[config.mk]
export PLATFORM = sky130hd
export DESIGN_NAME = oam_dma_arbiter
export DESIGN_NICKNAME = d
export VERILOG_FILES = /design/src/rtl/gb_mem_pkg.sv /design/src/rtl/oam_dma_engine.sv /design/src/rtl/oam_dma_arbiter.sv
export SDC_FILE = /design/constraint.sdc
export NUM_CORES = 1
export LEC_CHECK = 0
export CAP_MARGIN = 20
export CORE_ASPECT_RATIO = 0.5
export CORE_UTILIZATION = 39
export DETAILED_ROUTE_END_ITERATION = 10
export PLACE_DENSITY_LB_ADDON = 0.05
export SLEW_MARGIN = 10
export SYNTH_ARGS = -nofsm -noshare
export SYNTH_HDL_FRONTEND = slang
export SYNTH_HIERARCHICAL = 1
export SYNTH_SLANG_ARGS = --single-unit
[constraint.sdc]
create_clock -name clk -period 2.84 [get_ports clk]
set_input_delay 0.568 -clock clk [delete_from_list [all_inputs] [get_ports clk]]
set_output_delay 0.568 -clock clk [all_outputs]
set_load 0.02 [all_outputs]
[src/rtl/gb_mem_pkg.sv]
// Shared constants and DMA state type for the Game Boy style memory subsystem.
package gb_mem_pkg;

   localparam int unsigned     ADDR_W_DEF       = 16;
   localparam int unsigned     DMA_LEN_DEF      = 160;
   localparam logic [15:0]     DMA_REG_ADDR_DEF = 16'hFF46;
   localparam logic [15:0]     DST_BASE_DEF     = 16'hFE00;

   typedef enum logic [1:0] {
      IDLE  = 2'd0,
      START = 2'd1,
      READ  = 2'd2,
      WRITE = 2'd3
   } dma_state_t;

endpackage

[src/rtl/oam_dma_engine.sv]
// OAM DMA engine: start register, FSM, byte index and data latch.
// Optional restart on register write while busy is enabled by DMA_RESTART_EN.
module oam_dma_engine
   import gb_mem_pkg::*;
#(
   parameter int unsigned       ADDR_W       = ADDR_W_DEF,
   parameter int unsigned       DMA_LEN      = DMA_LEN_DEF,
   parameter logic [ADDR_W-1:0] DMA_REG_ADDR = ADDR_W'(DMA_REG_ADDR_DEF),
   parameter logic [ADDR_W-1:0] DST_BASE     = ADDR_W'(DST_BASE_DEF)
) (
   input  logic              clk,
   input  logic              reset_n,
   input  logic [ADDR_W-1:0] cpu_addr,
   input  logic [7:0]        cpu_data_write,
   input  logic              cpu_do_write,
   input  logic [7:0]        mem_data_read,
   output logic              reg_sel_c,
   output logic [7:0]        dma_reg,
   output logic [ADDR_W-1:0] eng_addr_c,
   output logic [7:0]        eng_data,
   output logic              eng_we_c,
   output logic              dma_active
);

   localparam logic [7:0] LAST_IDX = 8'(DMA_LEN - 1);

   dma_state_t state_q, state_d;
   logic [7:0] idx_q, idx_d;
   logic [7:0] latch_q, latch_d;
   logic [7:0] dma_reg_d;
   logic       reg_wr;

   assign reg_sel_c = (cpu_addr == DMA_REG_ADDR);
   assign reg_wr    = reg_sel_c & cpu_do_write;
   assign eng_data  = latch_q;

   always_ff @(posedge clk or negedge reset_n) begin
      if (!reset_n) begin
         state_q    <= IDLE;
         idx_q      <= 8'h00;
         latch_q    <= 8'h00;
         dma_reg    <= 8'h00;
         dma_active <= 1'b0;
      end else begin
         state_q    <= state_d;
         idx_q      <= idx_d;
         latch_q    <= latch_d;
         dma_reg    <= dma_reg_d;
         dma_active <= (state_d != IDLE);
      end
   end

   // Next state, counters and engine side of the memory port
   always_comb begin
      state_d    = state_q;
      idx_d      = idx_q;
      latch_d    = latch_q;
      dma_reg_d  = dma_reg;
      eng_addr_c = DST_BASE + ADDR_W'(idx_q);
      eng_we_c   = 1'b0;

      case (state_q)
         IDLE: begin
            if (reg_wr) begin
               dma_reg_d = cpu_data_write;
               state_d   = START;
            end
         end
         START: begin
            state_d = READ;
         end
         READ: begin
            eng_addr_c = ADDR_W'({dma_reg, 8'h00}) + ADDR_W'(idx_q);
            latch_d    = mem_data_read;
            state_d    = WRITE;
         end
         WRITE: begin
            eng_we_c = 1'b1;
            if (idx_q == LAST_IDX) begin
               idx_d   = 8'h00;
               state_d = IDLE;
            end else begin
               idx_d   = idx_q + 8'd1;
               state_d = READ;
            end
         end
         default: state_d = IDLE;
      endcase

`ifdef DMA_RESTART_EN
      // A register write while busy (final WRITE included) restarts from the new page
      if (reg_wr && (state_q != IDLE)) begin
         dma_reg_d = cpu_data_write;
         idx_d     = 8'h00;
         state_d   = START;
      end
`endif
   end

endmodule

[src/rtl/oam_dma_arbiter.sv]
// Memory port arbiter between the CPU and the OAM DMA engine (see oam_dma_engine).
// Build option: DMA_RESTART_EN allows a busy engine to be restarted by a register write.
module oam_dma_arbiter
   import gb_mem_pkg::*;
#(
   parameter int unsigned       ADDR_W       = ADDR_W_DEF,
   parameter int unsigned       DMA_LEN      = DMA_LEN_DEF,
   parameter logic [ADDR_W-1:0] DMA_REG_ADDR = ADDR_W'(DMA_REG_ADDR_DEF),
   parameter logic [ADDR_W-1:0] DST_BASE     = ADDR_W'(DST_BASE_DEF)
) (
   input  logic              clk,
   input  logic              reset_n,
   input  logic [ADDR_W-1:0] cpu_addr,
   input  logic [7:0]        cpu_data_write,
   input  logic              cpu_do_write,
   output logic [7:0]        cpu_data_read,
   output logic [ADDR_W-1:0] mem_addr,
   output logic [7:0]        mem_data_write,
   output logic              mem_do_write,
   input  logic [7:0]        mem_data_read,
   output logic              dma_active
);

   logic              reg_sel_c;
   logic [7:0]        dma_reg;
   logic [ADDR_W-1:0] eng_addr_c;
   logic [7:0]        eng_data;
   logic              eng_we_c;

   oam_dma_engine #(
      .ADDR_W       (ADDR_W),
      .DMA_LEN      (DMA_LEN),
      .DMA_REG_ADDR (DMA_REG_ADDR),
      .DST_BASE     (DST_BASE)
   ) u_engine (
      .clk            (clk),
      .reset_n        (reset_n),
      .cpu_addr       (cpu_addr),
      .cpu_data_write (cpu_data_write),
      .cpu_do_write   (cpu_do_write),
      .mem_data_read  (mem_data_read),
      .reg_sel_c      (reg_sel_c),
      .dma_reg        (dma_reg),
      .eng_addr_c     (eng_addr_c),
      .eng_data       (eng_data),
      .eng_we_c       (eng_we_c),
      .dma_active     (dma_active)
   );

   // Memory port ownership; register writes never reach memory
   always_comb begin
      mem_addr       = cpu_addr;
      mem_data_write = cpu_data_write;
      mem_do_write   = cpu_do_write & ~reg_sel_c;
      if (dma_active) begin
         mem_addr       = eng_addr_c;
         mem_data_write = eng_data;
         mem_do_write   = eng_we_c;
      end
   end

   // CPU read data: register always visible, memory hidden while DMA runs
   always_comb begin
      cpu_data_read = mem_data_read;
      if (reg_sel_c) begin
         cpu_data_read = dma_reg;
      end else if (dma_active) begin
         cpu_data_read = 8'hFF;
      end
   end

endmodule
Yosys cells after proc, flatten, opt, wreduce, memory -nomap -nowiden. Index checks and enable logic that the tools add are counted.

Flip-flop bits (word level): 27. Latch bits: 0. Bits in writable memories: 0. Bits in read-only memories: 0. Input port bits: 35. Output and inout bits: 34. Memories kept: 0.

$add $sub $neg: 3. $mul: 0. Div/mod/pow operators: 0. Order comparisons: 0. Eq/ne operators: 5. Shifts and indexed selects: 0. Multiplexer cells: 11. Bitwise logic cells: 3. Reduce and logical (&&, ||, !) cells: 3.

Operators with widths (count): $mux 16 (2); $mux 8 (4); $add 16x8->16 (1); $eq 16x16->1 const B (1); $add 10x9->11 const A (1); $add 8x1->8 const B (1); $eq 8x8->1 const B (1); $pmux 2 s4 (1); $eq 2x2->1 const B (2); $mux 2 (2); $and 1x1->1 (2); $eq 2x1->1 const B (1); $logic_not 2->1 (1); $mux 1 (2); $reduce_and 2->1 (1); $reduce_bool 2->1 (1); $not 1->1 (1).

Depth between registers and ports, before layout.
Word-level depth: 5. Gate-level depth with buffers: 5.

By module. Netlist, hierarchy kept.

By module, submodules not included: oam_dma_engine (instances 1, cells each 104, area each 1231.2 um2); oam_dma_arbiter (instances 1, cells each 55, area each 521.8 um2).

Worst setup path after synthesis. OpenSTA, ideal clock, no wires.

Path type: input -> output. Start point: input port cpu_addr[5]. End point: output port cpu_data_read[6]. Arrival: 2374 ps. Data required time: 2272 ps. Setup slack: -102 ps. Stages: 5. Buffers on the path: 1. Cells stage by stage: or4b_2 > nor4_1 > buf_2 > nand2_1 > o21ai_0.

Cells in the longest elaborated chain, start to end: 2.

Ends and longest elaborated chain: start: declaration (line oam_dma_arbiter.sv:13) `input logic [ADDR_W-1:0] cpu_addr,`; $eq 16x16->1 (line oam_dma_engine.sv:33) `assign reg_sel_c = (cpu_addr == DMA_REG_ADDR);`; net reg_sel_c (line oam_dma_arbiter.sv:24) `logic reg_sel_c;`; $mux 8 (line oam_dma_arbiter.sv:65) `if (reg_sel_c) begin`; end: declaration (line oam_dma_arbiter.sv:16) `output logic [7:0] cpu_data_read,`.

The timed path passes the listed nets, and every way through them passes these cells.

Final worst setup path.
Start point: input port cpu_addr[5]. End point: output port cpu_data_read[2].

The elaborated chain is that of the path after synthesis.

==> results.yml <==
power:
  p_int_mw: 0.561
  power_mw: 0.731
  p_clk_share_pct: 30.7
  power_frac_comb_pct: 15.6
  p_leak_nw: 1.22
  swShare_pct: 23.3
  ir_worst_vdd_uv: 153
  p_seq_share_pct: 53.7
  powerDensity_nw_per_um2: 276
  switchingPower_mw: 0.170
route:
  postRouteAntennaNets: 0
  drt_iter0_markers: 54
  wl_per_cell_um: 15.3
  firstDrtPassIters: 4
  drc: 0
  vias: 1507
  viasPerCell: 5.07
  wirelength_mm: 4.54
placement:
  placed_area_um2: 2580
  pre_cts_ws_ns: -0.706
  globalplace.congestion: 0.770
  portBuffers: 68
  dpl.hpwl_mm: 3.30
timing:
  finalCritPeriodShare_pct: 97.5
  fin_ws_ns: 0.0704
  drv_slew: 0
  rsz0062_at_grt: "false"
  fin_crit_ns: 2.77
  setup_viol: 0
  tightest_slew_ns: 0.781
  relSlewSlack_pct: 47.8
  finClkSkew_ns: 0.00373
  fmax_ghz: 0.361
  hold_viol_final: 0
die:
  rows: 16
  fp.dieArea_um2: 4780
  die_h_um: 49.4
  start_util_pct: 42.7
  coreArea_um2: 4100
  die-width_um: 96.8
  io_pins: 69
cells_and_area:
  final_cell_mix: "51 x clkdlybuf4s50_1, 26 x dfrtp_1, 20 x mux2_4, 20 x mux2_2, 17 x buf_4"
  drive_above_1_share_pct: 39.1
  layout_commonest_cell: "clkdlybuf4s50_1"
  synthToLayoutAreaGrowth_pct: 51.0
  nNetsFinal: 280
  num_antenna_cells: 0
  final_area_um2: 2650
  fill_cells: 345
synth:
  synthMuxAreaShare_pct: 30.5
  synth_fa_ha_area_share_pct: 0.714
  synth_edf_count: 0
  yosysSeqAreaShare_pct: 38.5
  synth_top_area_share_pct: 38.5
  ys_warn_count: 6
  yosys.area_share.simple_pct: 18.8
  ys_seq_elements: 27
  syn_area_per_cell_um2: 11.0
  synth_xor_area_share_pct: 2.50
  syn-num-nets: 195
  synth_area_um2: 1750
  synth-main-ff-cell: "dfrtp_1"
  synth_compound_area_share_pct: 4.21
  synth_cells: 159
  synth_area_leaders: "dfrtp_1 39%, mux2_4 17%, mux2_2 13%, nand2_1 4.1%, o21ai_0 3.4%"
  yosysTopAreaCell: "dfrtp_1"
  synth_top_family_by_area: "multiplexers"
  ys_types: 33
  async_reset_ff_share_pct: 100
critical_path:
  critPathRequiredTime_ns: 2.27
  cp.arrival_ns: 2.20
  critPathSlowestCell: "or4b_4"
  cp_max_fo: 6
  crit_path_start_kind: "input port"
  cpPeakStageDelay_ns: 0.52
  critPathKind: "input port to primary output"
  cp-end-kind: "primary output"
  crit_path_cell_trace: "dlygate4sd2_1 -> or4b_4 -> nor4_4 -> buf_6 -> nand2_1 -> o21ai_0 -> clkdlybuf4s15_2"
  cp_top_family: "simple AND/OR/NAND/NOR gates"
  reg2reg_slack_ns: 1.33
  worst-path-buf-inv: 3
run:
  maxCapViolations: 0
cts:
  clockRootBuffer: "clkbuf_8"
  cts_sinks: 27
  hold_buffers: 0
  cts_buffers: 3
  insertion_delay_ns: 0.27
  cts_tree: "done"
  clk_pin_slew_worst_paths_ns: 0.09
  clock_path_buffers: 2
  cts_max_level: 1
run_status:
  status: "complete, no violations"
min_path:
  hold_class: "flip-flop to flip-flop"
grt:
  antenna_found_initial: 0
  grt_pass1_vias: 1540
  grt_use_total_pct: 20.0
  grt_max_degree: 28
  grt_overflow: 0
  grt_pass1_wl_mm: 7.52
[cell type report]
type	instances	area, um2	share of cell area (%)
clock buffers	3	41.3	1.56
clock inverters	1	5.00	0.189
inverters	3	11.3	0.426
multi-input cells	122	1040	39.2
flip-flops and latches	27	677	25.6
well taps	54	67.6	2.55
repair buffers	87	806	30.4
[worst reg2reg max path: stages (launching register included)]
cell and delay, ns:
dfrtp_1 0.40, nand2_1 0.12, inv_1 0.13, nand4_1 0.21, nor2b_1 0.33, o21ai_0 0.17
[final timing paths]
| path | cells past startpoint | end | startpoint |
|---|---|---|---|
| setup / recovery | 7 | cpu_data_read[2] | cpu_addr[5] |
| setup reg to reg | 5 | u_engine/dma_active | u_engine/state_q[1] |
| max in group asynchronous | 2 | u_engine/dma_reg[7] | reset_n |
| hold / removal | 1 | u_engine/eng_data[7] | u_engine/eng_data[7] |
| hold reg to reg | 1 | u_engine/eng_data[7] | u_engine/eng_data[7] |
| min in group asynchronous | 1 | u_engine/idx_q[4] | reset_n |
[synthesized netlist by cell type (2+ instances only)]
library cell / instances
nand4_1: 6
dfrtp_1: 27
nand2b_1: 2
clkbuf_1: 2
mux2_4: 20
or2_2: 7
xnor2_1: 3
buf_12: 2
inv_1: 3
o21ai_0: 12
xor2_1: 2
nor2_1: 15
nand2_1: 19
mux2_2: 20
[cells by family (layout without fill, tap and decap cells)]
| group | after synthesis | after routing |
|---|---|---|
| buffers and inverters | 10 | 94 |
| flip-flops | 27 | 27 |
| AND/OR/NAND/NOR | 61 | 61 |
| XOR/XNOR | 5 | 5 |
| AO/OA/AOI/OAI | 14 | 14 |
| multiplexers | 41 | 41 |
| adder cells (fa/ha/maj) | 1 | 1 |
[per-layer routing]
layer  up-vias  global-route usage, %  share of wire [%]
li1        730                      -                  -
met1       723                   25.6                 48
met2        52                   35.0                 45
met3         2                   6.02                6.2
met4         0                   1.74              0.088
met5         -                      0                  0
[power groups by stage]
stage | Clock, mW | Sequential, mW | Combinational, mW
global placement | 0 | 0.400 | 0.116
finish | 0.225 | 0.393 | 0.114
CTS | 0.233 | 0.393 | 0.116
global route | 0.245 | 0.394 | 0.122
floorplan | 0 | 0.399 | 0.0258
detailed placement | 0 | 0.400 | 0.117
[per-stage QoR]
stage | util [%] | hold WS, ns | std cells | setup TNS, ns
2_1_floorplan | - | 0.272 | 159 | 0
3_3_place_gp | 62.8 | 0.487 | 291 | -6.15
3_5_place_dp | 62.8 | 0.492 | 291 | -6.24
4_1_cts | 64.5 | 0.517 | 297 | 0
5_1_grt | 64.5 | 0.541 | 297 | 0
6_report | 64.5 | 0.514 | 297 | 0
[timing repair]
| item | CTS | global route |
|---|---|---|
| resized for setup | 65 | 18 |
| pin swaps | 3 | 2 |
| setup buffers | 1 | 0 |
| setup endpoints to repair | 16 | 9 |
| cloned | 1 | 0 |
No activity file was read; power rests on OpenSTA's default activity.
